[src/rtl/mem_port_arbiter.sv]
// Round-robin arbiter sharing one cache-line memory port between I-side (req0) and D-side (req1).
// Latency: grant registered one cycle after cs; completion rdata/rvalid pass through combinationally.
// Backpressure: one transaction in flight; losers stay pending until IDLE after a forced DONE gap cycle.
module mem_port_arbiter #(
    parameter int ADDR_W = 32,
    parameter int DATA_W = 128
) (
    input  logic              clk_i,
    input  logic              rst_ni,

    input  logic              req0_cs_i,
    input  logic [ADDR_W-1:0] req0_addr_i,
    input  logic [DATA_W-1:0] req0_wdata_i,
    input  logic              req0_we_i,
    output logic [DATA_W-1:0] req0_rdata_o,
    output logic              req0_rvalid_o,

    input  logic              req1_cs_i,
    input  logic [ADDR_W-1:0] req1_addr_i,
    input  logic [DATA_W-1:0] req1_wdata_i,
    input  logic              req1_we_i,
    output logic [DATA_W-1:0] req1_rdata_o,
    output logic              req1_rvalid_o,

    output logic [ADDR_W-1:0] addr_o,
    output logic [DATA_W-1:0] wdata_o,
    output logic              we_o,
    output logic              cs_o,
    input  logic [DATA_W-1:0] rdata_i,
    input  logic              rvalid_i,

    output logic [1:0]        grant_o,
    output logic              busy_o
);

    typedef enum logic [1:0] {
        ST_IDLE = 2'd0,
        ST_BUSY = 2'd1,
        ST_DONE = 2'd2
    } state_t;

    state_t              r_state;
    state_t              w_state_nxt;
    logic [ADDR_W-1:0]   r_addr;
    logic [DATA_W-1:0]   r_wdata;
    logic                r_we;
    logic [1:0]          r_grant;
    logic                r_last;      // index of the most recent winner
    logic                w_load;
    logic                w_win;
    logic [1:0]          w_grant_nxt;
    logic                w_in_busy;

    always_ff @(posedge clk_i or negedge rst_ni) begin
        if (!rst_ni) begin
            r_state <= ST_IDLE;
        end else begin
            r_state <= w_state_nxt;
        end
    end

    always_comb begin
        w_state_nxt = r_state;
        w_load      = 1'b0;
        w_win       = 1'b0;
        w_grant_nxt = r_grant;
        case (r_state)
            ST_IDLE: begin
                if (req0_cs_i || req1_cs_i) begin
                    // On a tie the requester that did not win last time goes first.
                    w_win       = (req0_cs_i && req1_cs_i) ? ~r_last : req1_cs_i;
                    w_load      = 1'b1;
                    w_grant_nxt = w_win ? 2'b10 : 2'b01;
                    w_state_nxt = ST_BUSY;
                end
            end
            ST_BUSY: begin
                if (rvalid_i) begin
                    w_grant_nxt = 2'b00;
                    w_state_nxt = ST_DONE;
                end
            end
            ST_DONE: begin
                w_state_nxt = ST_IDLE;
            end
            default: begin
                w_grant_nxt = 2'b00;
                w_state_nxt = ST_IDLE;
            end
        endcase
    end

    always_ff @(posedge clk_i or negedge rst_ni) begin
        if (!rst_ni) begin
            r_addr  <= '0;
            r_wdata <= '0;
            r_we    <= 1'b0;
            r_grant <= 2'b00;
            r_last  <= 1'b1;
        end else begin
            r_grant <= w_grant_nxt;
            if (w_load) begin
                r_addr  <= w_win ? req1_addr_i  : req0_addr_i;
                r_wdata <= w_win ? req1_wdata_i : req0_wdata_i;
                r_we    <= w_win ? req1_we_i    : req0_we_i;
                r_last  <= w_win;
            end
        end
    end

    assign w_in_busy = (r_state == ST_BUSY);

    assign addr_o  = r_addr;
    assign wdata_o = r_wdata;
    assign we_o    = r_we;
    assign cs_o    = w_in_busy;
    assign grant_o = r_grant;
    assign busy_o  = (r_state != ST_IDLE);

    // Completions outside BUSY are stray and never reach a requester.
    assign req0_rvalid_o = rvalid_i & w_in_busy & r_grant[0];
    assign req1_rvalid_o = rvalid_i & w_in_busy & r_grant[1];
    assign req0_rdata_o  = r_grant[0] ? rdata_i : '0;
    assign req1_rdata_o  = r_grant[1] ? rdata_i : '0;

endmodule

[config.mk]
export PLATFORM = sky130hd
export DESIGN_NAME = mem_port_arbiter
export DESIGN_NICKNAME = d
export VERILOG_FILES = /design/src/rtl/mem_port_arbiter.sv
export SDC_FILE = /design/constraint.sdc
export NUM_CORES = 1
export LEC_CHECK = 0
export BUFFER_PORTS_ARGS = -buffer_cell sky130_fd_sc_hd__buf_2
export CORE_AREA = 2 2 343 345
export CTS_CLUSTER_DIAMETER = 60
export DETAILED_ROUTE_END_ITERATION = 10
export DIE_AREA = 0 0 345 347
export PLACE_DENSITY = 0.3
export SLEW_MARGIN = 10
export SYNTH_ARGS = -nofsm -noshare
export SYNTH_HDL_FRONTEND = slang
export SYNTH_SLANG_ARGS = --single-unit
[constraint.sdc]
create_clock -name clk_i -period 1.8 [get_ports clk_i]
set_clock_uncertainty 0.1 [all_clocks]
set_input_delay 0.18 -clock clk_i [delete_from_list [all_inputs] [get_ports clk_i]]
set_output_delay 0.18 -clock clk_i [all_outputs]
set_load 0.02 [all_outputs]
[After elaboration in Yosys (flattened, before gate mapping)]
Index checks and enable logic that the tools add are counted.
Word-level totals
  register bits after elaboration: 166
  bits of input ports: 455
  output and inout bits: 423
Operators by class
  bitwise logic cells: 5
  reduce and logical (&&, ||, !) cells: 6
  muxes and demuxes: 17
  equal/unequal tests: 4
Operators by type and width (number)
  128-bit 2-to-1 mux: 3
  32-bit 2-to-1 mux: 1
  2-bit 2-to-1 mux: 5
  1-bit 2-to-1 mux: 6
  2-bit one-hot mux with 3 select lines: 1
  2-bit != test, second input constant: 2
  2-bit one-hot mux with 2 select lines: 1
  1-bit AND: 3
  3-bit AND reduction: 1
  2-bit by 1-bit == test with 1-bit output, second input constant: 1
  2-bit == test, second input constant: 1
  2-bit logical NOT: 1
  1-bit NOT: 2
  2-bit AND reduction: 1
  2-bit nonzero test: 1
  1-bit logical AND: 1
  1-bit logical OR: 1

[Logic depth before layout (Yosys ltp)]
Gate-level depths: netlist of run 1.
  depth in word-level cells: 5
  mapped depth: 7

[Worst setup path before layout of run 1]
OpenSTA, ideal clock, no wires.
  path kind: flip-flop to flip-flop
  from: register r_last
  to: register r_addr[0] (netlist: addr_o[0])
  clock period less this slack: 1509 ps
  arrival time: 1288 ps
  setup slack: 291 ps
  cell stages (with the launch flop): 8
  path through: dfstp_2 -> nand2_1 -> and3_1 -> buf_2 -> buf_6 -> buf_4 -> nor2_1 -> o21ai_1
On the way
  cells in the longest elaborated chain, start to end: 5
Ends and longest elaborated chain
  from (decl): line 48  | logic r_last;
  from (signal assigned): line 106  | r_last <= w_win;
  1-bit NOT: line 71  | w_win = (req0_cs_i && req1_cs_i) ? ~r_last : req1_cs_i;
  1-bit 2-to-1 mux: line 71
  1-bit 2-to-1 mux: line 69  | if (req0_cs_i || req1_cs_i) begin
  1-bit 2-to-1 mux: line 67  | case (r_state)
  32-bit 2-to-1 mux: line 103  | r_addr <= w_win ? req1_addr_i : req0_addr_i;
  to (signal assigned): line 103
  to (decl): line 44  | logic [ADDR_W-1:0] r_addr;
Every way passes these cells.
A chain may end at the register's enable or synchronous reset.

[Worst setup path after layout of run 1]
  from: register r_grant[1] (netlist: grant_o[1])
  to: output port req1_rdata_o[12]
On the way
  cells in the longest elaborated chain, start to end: 1
Ends and longest elaborated chain
  from (decl): line 47  | logic [1:0] r_grant;
  from (signal assigned): line 101  | r_grant <= w_grant_nxt;
  128-bit 2-to-1 mux: line 124  | assign req1_rdata_o = r_grant[1] ? rdata_i : '0;
  to (decl): line 22  | output logic [DATA_W-1:0] req1_rdata_o,
Every way passes these cells.

==> results by group, run 1 <==
Floorplan
  – DIE AREA: 119700 um2
  – Initial Utilization: 7.941%
  – DIE HEIGHT: 347 um
  – Die extent in x: 345 um
  – Num rows: 125
  – Top-level port count: 878
  – Core box area: 115700 um2

Worst setup path
  – Cell Chain, Critical Path: buf_4 -> clkbuf_16 -> and2_2 -> buf_4
  – Critical Path Fanout Max: 5
  – Setup crit start kind: flip-flop
  – Critical path's slowest cell: dfrtp_4
  – Most used cell, CP: buf_4
  – Largest stage delay on the critical path: 0.50 ns
  – Worst setup EP type: output pin
  – Worst EP arrival: 1.76 ns
  – CP required: 1.52 ns
  – Crit path kind: reg -> out
  – R2r setup slk: -0.05 ns

Clock tree
  – Sink Count: 166
  – Root Driver: clkbuf_16
  – Clk buf depth: 2
  – Clock transition at path regs: 0.09 ns
  – Skew-Pair Late Insertion Delay: 0.51 ns
  – CTS tree: built
  – H-tree depth: 4
  – TritonCTS Buffers: 17

Drt
  – Post-route ant nets: 0
  – 1st-iter DRT viols: 605
  – TritonRoute pass-1 iters: 4
  – DRC: 0
  – Vias: 13560
  – Via density: 3.419
  – Post-Route WL: 82130 um
  – DR WL/cell: 20.71 um

Timing
  – Number of setup violations in the final report: 265
  – RSZ-0062 raised after global routing: yes
  – Pins Over Slew Limit: 0
  – Upper clock frequency limit: 0.4906 GHz
  – PnR worst setup slack: -0.2383 ns
  – Final Hold Fails: 0
  – Tmin final: 2.038 ns
  – Tightest Pin Transition: 0.4882 ns
  – Period utilization: 113.2%
  – Rel. slew slack: 67.45%

GRT
  – Met1 usage: 14.16%
  – Pin count of the biggest net entering global routing: 56
  – Vias in the first global route: 13780
  – Met3 GRT Util: 3.638%
  – Global-route wire length before repair: 108700 um
  – GRT met2 Usage: 23.79%
  – Initial antenna violation count: 33
  – Grt peak-use layer: met2
  – Total global-route track usage: 12.96%
  – GR Overflow Total: 0

Outcome
  – Outcome: complete, but fails checks
  – Failing checks: setup timing

Logic synthesis
  – Area share of the largest cell type after synthesis: 44.93%
  – Synth top area cells: dfrtp_1, and2_1, a21oi_1
  – Ys Warns: 0
  – Yosys top cell by area: dfrtp_1
  – Syn_area_per_cell: 7.742 um2
  – Cells after Synth: 1187
  – Register bit total from synthesis: 166
  – Post-Syn Nets: 1642
  – Yosys cell types: 21
  – Cell Area, Synth: 9190 um2
  – Sequential share of the synthesized area: 45.21%

Power and ir drop
  – Max VDD drop: 470.4 uV
  – Total power draw: 32.61 mW
  – Power density over cell area: 1493 nW/um2
  – Leak: 10.55 nW

Cells and area
  – Synth-to-Final Area Change: 137.7%
  – Layout cells sized above 1: 48.27%
  – Layout Nets: 2872
  – Commonest non-fill, non-tap cell in the layout: buf_2
  – Post-route cell area: 21840 um2
  – Fillers: 13160
  – Most frequent cells in the layout: buf_2, dlygate4sd3_1, a21oi_1

Placed design
  – Port Buffer Count: 877
  – DPL Wire Length: 64920 um
  – GP Congestion: 0.8421
  – Worst slack at placement: -0.007552 ns
  – Dpl cell area: 15980 um2

Flow run
  – Max-cap violation count: 0

Worst hold path
  – Hold Path Class: in -> async
[where the power goes]
part	switching, mW	internal, mW
logic	12.7	9.04
registers	1.04	5.63
clock network	2.07	2.13
total	15.8	16.8
[routing by layer]
layer	wire, um	up-vias
li1	-	6307
met3	4734	97
met5	145	-
met4	2796	20
met2	42510	603
met1	31940	6528
[final cells by class]
type	instances	area, um2	area share [%]
timing repair buffer	1310	10210	46.72
multi-input combinational	920	4932	22.58
sequential	166	4163	19.06
tap	1524	1907	8.729
clock buffer	18	439.2	2.010
clock inverter	14	162.7	0.7446
antenna	11	27.53	0.1260
inverter	2	7.507	0.03437
[logic make-up after synthesis]
kind of cell	after synthesis	synth area share [%]
and+or+nand+nor	594	31.61
AOI/OAI and AO/OA	326	17.79
DFF	166	45.21
buffers and inverters	101	5.378
[final timing paths]
kind | start | cells past startpoint | end
setup / recovery | grant_o[1]$_DFFE_PN0P_ | 4 | req1_rdata_o[12]
hold / removal | rst_ni | 2 | addr_o[0]$_DFFE_PN0P_
setup reg to reg | r_state[1]$_DFFE_PN0P_ | 7 | wdata_o[93]$_DFFE_PN0P_
hold reg to reg | wdata_o[119]$_DFFE_PN0P_ | 2 | wdata_o[119]$_DFFE_PN0P_
max in group asynchronous | rst_ni | 3 | r_last$_DFFE_PN1P_
min in group clk_i | req0_cs_i | 4 | grant_o[1]$_DFFE_PN0P_
[state kept, by name, indices dropped and copies added, names as in the netlist]
register	flops
addr_o	32
we_o	1
r_last	1
wdata_o	128
grant_o	2
r_state	2
[cell usage after synthesis, drive strengths merged]
library cell / number
a21oi: 209
a31o: 1
and2: 257
and3: 4
buf: 54
clkbuf: 45
dfrtp: 165
dfstp: 1
inv: 2
nand2: 163
nand2b: 1
nand3: 2
nor2: 166
nor2b: 1
o21ai: 116
[stage by stage]
stage	cells	utilization, %	setup TNS (ns)	hold slack [ns]
4_1_cts	3935	17.58	-68.15	0.007240
3_3_place_gp	3567	13.81	0	0.04371
3_5_place_dp	3567	13.81	-0.008766	0.04626
6_report	3965	18.87	-42.42	0.04253
2_1_floorplan	1187	-	0	-0.2156
5_1_grt	3956	18.86	-71.68	0.03655
[critical path, delay by kind of cell (launching register included)]
| kind | cells | cell delay [ns] |
|---|---|---|
| buffers and inverters | 3 | 0.53 |
| and+or+nand+nor | 1 | 0.22 |
| DFF | 1 | 0.50 |
[timing repair]
action,in CTS,in global routing
endpoints found under the setup margin,267,410
cloned,5,16
setup buffers,6,3
gates resized for setup,108,413
hold endpoints to repair,329,0
pin swaps,2,69
hold buffers,325,0
Note: power is estimated with default switching activity, not from simulation.
==> inputs of run 2 (changes only) <==
--- a/config.mk
+++ b/config.mk
@@ -13,2 +13,3 @@
 export PLACE_DENSITY = 0.3
+export SETUP_SLACK_MARGIN = 0.3
 export SLEW_MARGIN = 10
--- a/constraint.sdc
+++ b/constraint.sdc
@@ -4,2 +4,2 @@
 set_output_delay 0.18 -clock clk_i [all_outputs]
-set_load 0.02 [all_outputs]
+set_load 0.005 [all_outputs]
==> run 2 against run 1 <==
Effect of this change:
- the flow still finishes with violations (setup timing)
- final cell count up 1.1%
- sequential power grew 1%
- global-route usage is 0.14 points lower
- via count up 2.0%
- critical path type unchanged
- largest cell class unchanged
==> results by group, run 2 (synthesis results as in run 1) <==
Outcome
  – Outcome: complete, but fails checks
  – Failing checks: setup timing

Worst setup path
  – Worst setup EP type: output pin
  – CP required: 1.52 ns (about the same)
  – CP Buf/Inv Count: 3 (unchanged)
  – Crit path kind: reg -> out
  – Critical path's slowest cell: dfrtp_4
  – Worst EP arrival: 1.71 ns (-0.05 ns)
  – CP delay by family, top: flip-flops
  – Setup crit start kind: flip-flop
  – Critical Path Fanout Max: 18 (+13)
  – Largest stage delay on the critical path: 0.51 ns (about the same)
  – Cell Chain, Critical Path: buf_12 -> clkbuf_16 -> and2_1 -> buf_2

Floorplan
  – Core box area: 115700 um2 (unchanged)
  – Initial Utilization: 7.941% (unchanged)
  – Num rows: 125 (unchanged)
  – DIE AREA: 119700 um2 (unchanged)
  – Die extent in x: 345 um (unchanged)
  – Top-level port count: 878 (unchanged)
  – DIE HEIGHT: 347 um (unchanged)

Clock tree
  – Clk buf depth: 2 (unchanged)
  – H-tree depth: 4 (unchanged)
  – Sink Count: 166 (unchanged)
  – Root Driver: clkbuf_16
  – CTS tree: built
  – Clock transition at path regs: 0.09 ns (about the same)
  – Skew-Pair Late Insertion Delay: 0.51 ns (about the same)
  – TritonCTS Buffers: 17 (unchanged)

Cells and area
  – Fillers: 13060 (-0.74%)
  – Layout Nets: 2913 (+1.4%)
  – Commonest non-fill, non-tap cell in the layout: buf_2
  – Fin util: 19.70% (+0.83 points)
  – Post-route cell area: 22800 um2 (+4.4%)
  – Most frequent cells in the layout: buf_2, dlygate4sd3_1, a21oi_1
  – Layout cells sized above 1: 50.59% (+2.3 points)
  – Max reg flops: 128 (unchanged)
  – Synth-to-Final Area Change: 148.1%

Timing
  – Number of setup violations in the final report: 260 (-1.9%)
  – Period utilization: 110.6% (-2.7 points)
  – Final Hold Fails: 0 (unchanged)
  – Rel. slew slack: 68.77% (+1.3 points)
  – Upper clock frequency limit: 0.5024 GHz (+2.4%)
  – RSZ-0062 raised after global routing: yes
  – Tmin final: 1.990 ns (-0.04797 ns)
  – PnR worst setup slack: -0.1903 ns (+0.04797 ns)
  – Pins Over Slew Limit: 0 (unchanged)
  – Tightest Pin Transition: 0.4684 ns (-0.01974 ns)

GRT
  – Pin count of the biggest net entering global routing: 72 (+29%)
  – Vias in the first global route: 13790 (+0.051%)
  – Total global-route track usage: 12.82% (-0.14 points)
  – Initial antenna violation count: 31 (-6.1%)
  – GR Overflow Total: 0 (unchanged)
  – Global-route wire length before repair: 108000 um (-0.70%)

Drt
  – Post-route ant nets: 0 (unchanged)
  – Vias: 13830 (+2.0%)
  – TritonRoute pass-1 iters: 5 (+1)
  – Via density: 3.450 (+0.92%)
  – DR WL/cell: 21.89 um (+5.7%)
  – 1st-iter DRT viols: 556 (-8.1%)
  – DRC: 0 (unchanged)
  – Post-Route WL: 87700 um (+6.8%)

Worst hold path
  – Hold Path Class: in -> async

Placed design
  – Dpl cell area: 15930 um2 (-0.33%)
  – GP Congestion: 0.8494 (+0.87%)
  – DPL Wire Length: 64730 um (-0.28%)
  – Port Buffer Count: 877 (unchanged)
  – Worst slack at placement: 0.04102 ns (+0.04857 ns)

Power and ir drop
  – Total power draw: 31.11 mW (-4.6%)
  – Max VDD drop: 607.7 uV (+29%)
  – Power density over cell area: 1364 nW/um2 (-8.6%)
  – Leak: 10.95 nW (+3.8%)

Flow run
  – Max-cap violation count: 0 (unchanged)
-- run 2: changes by cell type in the layout (fill, tap and decap cells not counted), moves of 9 or more --
cell,previous run,this run
clkbuf_16,27,50
o21ai_1,113,104
buf_4,85,49
nor2_4,2,17
buf_12,29,38
and2_4,142,128
buf_2,698,751
a21oi_2,0,20
and2_1,113,128
a21oi_1,209,183
nor2_1,164,147
o21ai_2,0,9
-- run 2: power by group --
part	switching [mW]	total, mW	internal, mW
clock network	1.95	4.18	2.23
registers	1.11	6.75	5.64
logic	10.0	20.2	10.1
total	13.1	31.1	18.0
-- run 2: metal layers --
layer  track usage [%]  routed length [um]  vias up
met1             14.01               34070     6677
met4             4.914                3060       18
met2             23.43               45100      620
li1                  -                   -     6410
met5                 0                 115        -
met3             3.530                5350      100
-- run 2: layout make-up --
class,instances,area [um2],area share (%)
Timing Repair Buffer,1351,10890,47.78
Clock buffer,22,454.2,1.992
Tap cell,1524,1907,8.363
Sequential cell,166,4164,18.26
Antenna cell,12,30.03,0.1317
Inverter,2,7.507,0.03293
Clock inverter,10,146.4,0.6420
Multi-Input combinational cell,920,5197,22.80
-- run 2: repair_timing --
| item | 4_1_cts | 5_1_grt |
|---|---|---|
| hold buffers | 325 | 0 |
| endpoints found under the setup margin | 423 | 425 |
| pin swaps | 12 | 60 |
| endpoints found under the hold margin | 329 | 0 |
| cloned | 1 | 44 |
| resized for setup | 74 | 343 |
| setup buffers | 3 | 30 |
-- run 2: final timing paths --
| path | to | startpoint | cells after the start | slack [ns] |
|---|---|---|---|---|
| worst max-delay path | req0_rdata_o[68] | grant_o[0]$_DFFE_PN0P_ | 4 | -0.19 |
| worst min-delay path | addr_o[0]$_DFFE_PN0P_ | rst_ni | 2 | 0.08 |
| worst max register to register | addr_o[6]$_DFFE_PN0P_ | r_state[0]$_DFFE_PN0P_ | 8 | 0 |
| worst min register to register | wdata_o[26]$_DFFE_PN0P_ | wdata_o[26]$_DFFE_PN0P_ | 2 | 0.37 |
| max in group asynchronous | r_last$_DFFE_PN1P_ | rst_ni | 3 | 0.87 |
| min in group clk_i | addr_o[3]$_DFFE_PN0P_ | req1_cs_i | 5 | 0.18 |
-- run 2: metrics by stage --
step	cells	setup TNS (ns)	hold slack, ns
after global routing	3998	-52.78	0.08652
after CTS	3921	-41.99	0.03488
after floorplan	1187	0	-0.2156
final	4007	-29.88	0.08207
after detailed placement	3560	0	0.05867
after global placement	3560	0	0.05868
